<file path="src/rtl/count_connected_core_feeder.sv">
// Feeder for the pipelined count-connected core: turns free-slot requests into fixed-latency
// start slots, admits one queued job per slot, aligns the starting count and tracks jobs in flight.
module count_connected_core_feeder #(
  parameter int EXTRA_DATA_WIDTH           = 10,
  parameter int DATA_IN_LATENCY            = 4,
  parameter int STARTING_CONNECT_COUNT_LAG = 3,
  parameter int CORE_RESET_CYCLES          = 64,
  parameter int INFLIGHT_WIDTH             = 8
) (
  input  logic                        clk,
  input  logic                        rst,
  input  logic                        in_valid,
  output logic                        in_ready,
  input  logic [127:0]                in_graph,
  input  logic [5:0]                  in_startCount,
  input  logic [EXTRA_DATA_WIDTH-1:0] in_extra,
  output logic                        core_rst,
  input  logic                        core_request,
  output logic [127:0]                core_graphIn,
  output logic                        core_start,
  output logic [5:0]                  core_startingConnectCount,
  output logic [EXTRA_DATA_WIDTH-1:0] core_extraData,
  input  logic                        core_done,
  input  logic [5:0]                  core_connectCount,
  // Result tag from the core; named apart from the outgoing core_extraData.
  input  logic [EXTRA_DATA_WIDTH-1:0] core_doneExtraData,
  output logic                        out_valid,
  output logic [5:0]                  out_connectCount,
  output logic [EXTRA_DATA_WIDTH-1:0] out_extra,
  output logic [INFLIGHT_WIDTH-1:0]   inflight,
  output logic [INFLIGHT_WIDTH-1:0]   starved,
  output logic                        idle
);

  localparam int SLOT_STAGES = DATA_IN_LATENCY - 1;
  localparam int LAG         = STARTING_CONNECT_COUNT_LAG;
  localparam int HOLD_W      = $clog2(CORE_RESET_CYCLES + 1);

  typedef enum logic [1:0] {ST_RESET, ST_HOLD, ST_RUN} state_t;

  state_t              state_q, state_d;
  logic [HOLD_W-1:0]   hold_q, hold_d;
  logic                run;

  logic [SLOT_STAGES-1:0] slot_p;
  logic                   slot;
  logic                   accept;
  logic                   starve;

  logic [5:0]             cnt_p [LAG+1];
  logic [LAG:0]           vld_p;

  logic [INFLIGHT_WIDTH-1:0] inflight_q;
  logic [INFLIGHT_WIDTH-1:0] starved_q;

  // The RESET cycle right after rst drops is the first of the CORE_RESET_CYCLES hold cycles.
  always_comb begin
    state_d = state_q;
    hold_d  = hold_q;
    unique case (state_q)
      ST_RESET: begin
        state_d = ST_HOLD;
        hold_d  = HOLD_W'(CORE_RESET_CYCLES - 1);
      end
      ST_HOLD: begin
        if (hold_q <= HOLD_W'(1)) state_d = ST_RUN;
        else                      hold_d  = hold_q - HOLD_W'(1);
      end
      ST_RUN:  state_d = ST_RUN;
      default: state_d = ST_RESET;
    endcase
  end

  always_ff @(posedge clk) begin
    if (rst) begin
      state_q <= ST_RESET;
      hold_q  <= '0;
    end else begin
      state_q <= state_d;
      hold_q  <= hold_d;
    end
  end

  assign run      = (state_q == ST_RUN);
  assign core_rst = ~run;

  // Slot pipe: request -> slot after DATA_IN_LATENCY-1 cycles
  always_ff @(posedge clk) begin
    if (rst) begin
      slot_p <= '0;
    end else begin
      slot_p[0] <= core_request & run;
      for (int i = 1; i < SLOT_STAGES; i++) slot_p[i] <= slot_p[i-1];
    end
  end

  assign slot     = slot_p[SLOT_STAGES-1];
  assign in_ready = slot;
  assign accept   = slot & in_valid & ~rst;
  assign starve   = slot & ~in_valid & ~rst;

  // Start stage: accepted job presented to the core
  always_ff @(posedge clk) begin
    if (rst) core_start <= 1'b0;
    else     core_start <= accept;
  end

  always_ff @(posedge clk) begin
    core_graphIn   <= accept ? in_graph : '0;
    core_extraData <= accept ? in_extra : '0;
  end

  // Count pipe: stage 0 aligns with core_start, stage LAG drives the core
  always_ff @(posedge clk) begin
    if (rst) begin
      vld_p <= '0;
      for (int i = 0; i <= LAG; i++) cnt_p[i] <= '0;
    end else begin
      vld_p[0] <= accept;
      cnt_p[0] <= accept ? in_startCount : 6'd0;
      for (int i = 1; i <= LAG; i++) begin
        vld_p[i] <= vld_p[i-1];
        cnt_p[i] <= cnt_p[i-1];
      end
    end
  end

  assign core_startingConnectCount = cnt_p[LAG];

  // Counters saturate in both directions rather than wrap.
  always_ff @(posedge clk) begin
    if (rst) begin
      inflight_q <= '0;
      starved_q  <= '0;
    end else begin
      unique case ({core_start, core_done})
        2'b10:   if (inflight_q != '1) inflight_q <= inflight_q + INFLIGHT_WIDTH'(1);
        2'b01:   if (inflight_q != '0) inflight_q <= inflight_q - INFLIGHT_WIDTH'(1);
        default: inflight_q <= inflight_q;
      endcase
      if (starve && starved_q != '1) starved_q <= starved_q + INFLIGHT_WIDTH'(1);
    end
  end

  assign inflight = inflight_q;
  assign starved  = starved_q;

  // Result stage: core result registered once toward the collector
  always_ff @(posedge clk) begin
    if (rst) out_valid <= 1'b0;
    else     out_valid <= core_done;
  end

  always_ff @(posedge clk) begin
    out_connectCount <= rst ? 6'd0 : core_connectCount;
    out_extra        <= rst ? '0   : core_doneExtraData;
  end

  assign idle = run && (slot_p == '0) && !core_start && (vld_p == '0) && (inflight_q == '0);

endmodule

</file>
<file path="config.mk">
export PLATFORM = sky130hd
export DESIGN_NAME = count_connected_core_feeder
export DESIGN_NICKNAME = d
export VERILOG_FILES = /design/src/rtl/count_connected_core_feeder.sv
export SDC_FILE = /design/constraint.sdc
export NUM_CORES = 1
export LEC_CHECK = 0
export BUFFER_PORTS_ARGS = -buffer_cell sky130_fd_sc_hd__clkbuf_2
export CELL_PAD_IN_SITES_DETAIL_PLACEMENT = 0
export CELL_PAD_IN_SITES_GLOBAL_PLACEMENT = 1
export CORE_ASPECT_RATIO = 0.5
export CORE_UTILIZATION = 33
export CTS_CLUSTER_SIZE = 40
export DETAILED_ROUTE_END_ITERATION = 10
export PLACE_DENSITY_LB_ADDON = 0.3
export SLEW_MARGIN = 20
export SYNTH_ARGS = -nofsm -noshare
export SYNTH_HDL_FRONTEND = slang
export SYNTH_SLANG_ARGS = --single-unit
export TNS_END_PERCENT = 100
</file>
<file path="constraint.sdc">
create_clock -name clk -period 2.9 [get_ports clk]
set_input_delay 0.435 -clock clk [delete_from_list [all_inputs] [get_ports clk]]
set_output_delay 0.435 -clock clk [all_outputs]
set_load 0.05 [all_outputs]
</file>
==> impl_results.md <==
* Setup crit end kind: output pin
* Via density at 4.19
* Rel. slew slack at 53.6%
* Flop2flop setup slack at 0.28 ns
* Final worst slack at 0.160 ns
* H-tree levels at 1
* Die area at 0.0208 mm²
* Max_cap viols at 0
* Core region area at 0.0196 mm²
* Worst r2r src: vld_p[0]$_SDFF_PP0_
* Register area share after synthesis at 63.5%
* WHS Endpoint: core_graphIn[13]$_SDFF_PN0_
* Crit path DAT at 2.31 ns
* Clk sink count at 211
* Post_cts resized at 0
* Die height at 102 µm
* RSZ-0062 raised after global routing: no
* Hold_ws at 0.145 ns
* Peak supply drop at 0.371 mV
* Most common library cells after synthesis: 211 x dfxtp_1, 144 x and2_1, 41 x nor2b_1
* Area share of the largest cell type after synthesis at 63.5%
* Startpoint Class: flip-flop
* GPL Wtd Cong at 0.807
* Placed cell count at 1192
* Leak at 4.53 nW
* Top FF cell, synth: dfxtp_1
* Critical path fanouts, max at 11
* Drt first-iter violations at 144
* Post-DP HPWL at 12.8 mm
* Number of global-route vias before repair at 4740
* Post-synth EDFFs at 0
* Non-filler cells, final at 1226
* Post-Syn Instances at 607
* Ys async rst share at 0%
* Placed Area at 0.00863 mm²
* Number of setup violations in the final report at 0
* # rows at 36
* Cell taking the most area after synthesis: dfxtp_1
* Fmax at 365 MHz
* Synth top area cells: dfxtp_1 63%, and2_1 14%, nor2b_1 3.9%, ha_1 1.9%, nor2_1 1.6%
* Gr ovfl total at 0
* Post-synth cell types at 56
* Final TNS setup at 0 ns
* Total Wirelength at 17.0 mm
* Post-CTS Setup Inserts at 0
* Initial Util at 34.0%
* Clk_lat worst skew at 0.48 ns
* Final worst path period need at 2.74 ns
* Met3 Use GR at 5.36%
* Total track usage at 15.0%
* Max-slew violation count at 0
* CTS tree: done
* Layout area overhead at 39.7%
* Crit Path Category: reg -> out
* Design Area, Final at 0.00929 mm²
* Mapped Area at 0.00665 mm²
* Drt wl/cell at 13.8 µm
* Overall Power at 6.72 mW
* Clock tree root driver cell: clkbuf_16
* Antenna viol nets, final at 0
* Reg2reg end: inflight[6]$_SDFFE_PP0P_
* Grt met1 use at 17.8%
* First-pass GRT wire length at 24.7 mm
* Most common cell in the synthesized netlist: dfxtp_1
* Status: finished clean
* Largest net degree at the start of global routing at 64
* Pre-CTS setup slack at 0.229 ns
* TritonRoute pass-1 iters at 4
* HP Start: in_graph[13]
* Final Hold Fails at 0
* Final critical-path share of the clock period at 94.5%
* Syn avg cell area at 11.0 µm²
* Worst hold path class: in -> reg
* Layout cell share with drive strength beyond 1 at 41.3%
* Hold Crit Depth at 2
* IO buf count at 345
* Power Dens Cells at 723 mW/mm²
* CTS Hold Bufs at 0
* Most Crowded Layer GR: met2
* Clk_skew at 0.0116 ns
* Warnings, synthesis at 0
* M2 GR Usage at 26.2%
* Fillers at 1923
* Layout Nets at 1123
* Fin util at 47.4%
* Initial antenna violation count at 0
* Die W at 203 µm
* Clock transition at the registers of the reported paths at 0.07 ns
* Total number of vias at 5143
* WP data required at 2.47 ns
* N_diodes at 0
* Longest Clk Path Bufs at 3
* I/O pin count at 346
* Register-to-Register Path Depth at 9
* #FFs+latches synth at 211
* Inserted Clock Buffers at 20
* Remaining DRCs at 0
* Syn_nets at 782
* Slew @ Worst Pin at 0.690 ns
metal layers:
metal / vias to the layer above / share of wire (%)
li1: 2629 / -
met1: 2343 / 41
met2: 147 / 50
met3: 24 / 7.6
met4: 0 / 1.8
met5: - / 0
flip-flops by register name, indices dropped and copies added, names as in the netlist:
name              flops
hold_q                7
out_connectCount      6
out_extra            10
core_graphIn        128
slot_p                3
inflight              8
core_extraData       10
vld_p                 4
out_valid             1
cnt_p                24
starved               8
state_q               2
worst max-delay path, stage by stage, from the launching register on:
cell	delay, ns
dfxtp_1	0.42
or4_2	0.70
nor2_1	0.21
and3_1	0.21
clkbuf_2	0.28
how the worst max path moves through the flow:
stage / from / to / cells past startpoint
2_1_floorplan: vld_p[0]$_SDFF_PP0_ / inflight[6]$_SDFFE_PP0P_ / 11
3_3_place_gp: core_done / inflight[7]$_SDFFE_PP0P_ / 8
3_5_place_dp: core_done / inflight[7]$_SDFFE_PP0P_ / 8
4_1_cts: inflight[7]$_SDFFE_PP0P_ / idle / 4
5_1_grt: inflight[7]$_SDFFE_PP0P_ / idle / 4
6_report: inflight[7]$_SDFFE_PP0P_ / idle / 4
where the power goes:
| part | total, mW | internal, mW | switching (mW) |
|---|---|---|---|
| Clock | 2.65 | 1.57 | 1.07 |
| Sequential | 3.13 | 3.00 | 0.125 |
| Combinational | 0.947 | 0.379 | 0.568 |
logic make-up after synthesis:
group,share of synthesized area (%)
muxes,0.470
xor gates and xnor gates,1.97
AOI/OAI and AO/OA,4.65
and+or+nand+nor,24.4
buffers and inverters,3.12
DFF,63.5
adders and majority gates,1.88
area by class of cell:
| cell class | count | area (µm²) | share of cell area (%) |
|---|---|---|---|
| sequential | 211 | 4230 | 45.5 |
| multi-input combinational | 349 | 2220 | 23.9 |
| timing repair buffer | 352 | 1790 | 19.3 |
| clock buffer | 26 | 574 | 6.18 |
| tap | 266 | 333 | 3.58 |
| clock inverter | 8 | 92.6 | 0.996 |
| inverter | 14 | 52.6 | 0.565 |
cell usage in the layout (no fill, tap or decap), types with 6 or more instances in the layout:
cell       synthesis  layout
clkbuf_2           1     345
dfxtp_1          211     210
and2_1           144     144
nor2b_1           41      41
nor2_1            29      29
clkbuf_16          0      21
a21oi_1           17      17
inv_1             13      13
nand2_1           13      13
xnor2_1           10      10
ha_1              10      10
nand3_1            9       9
nor3_1             8       8
buf_4              3       6
(Power assumes the default switching activity.)
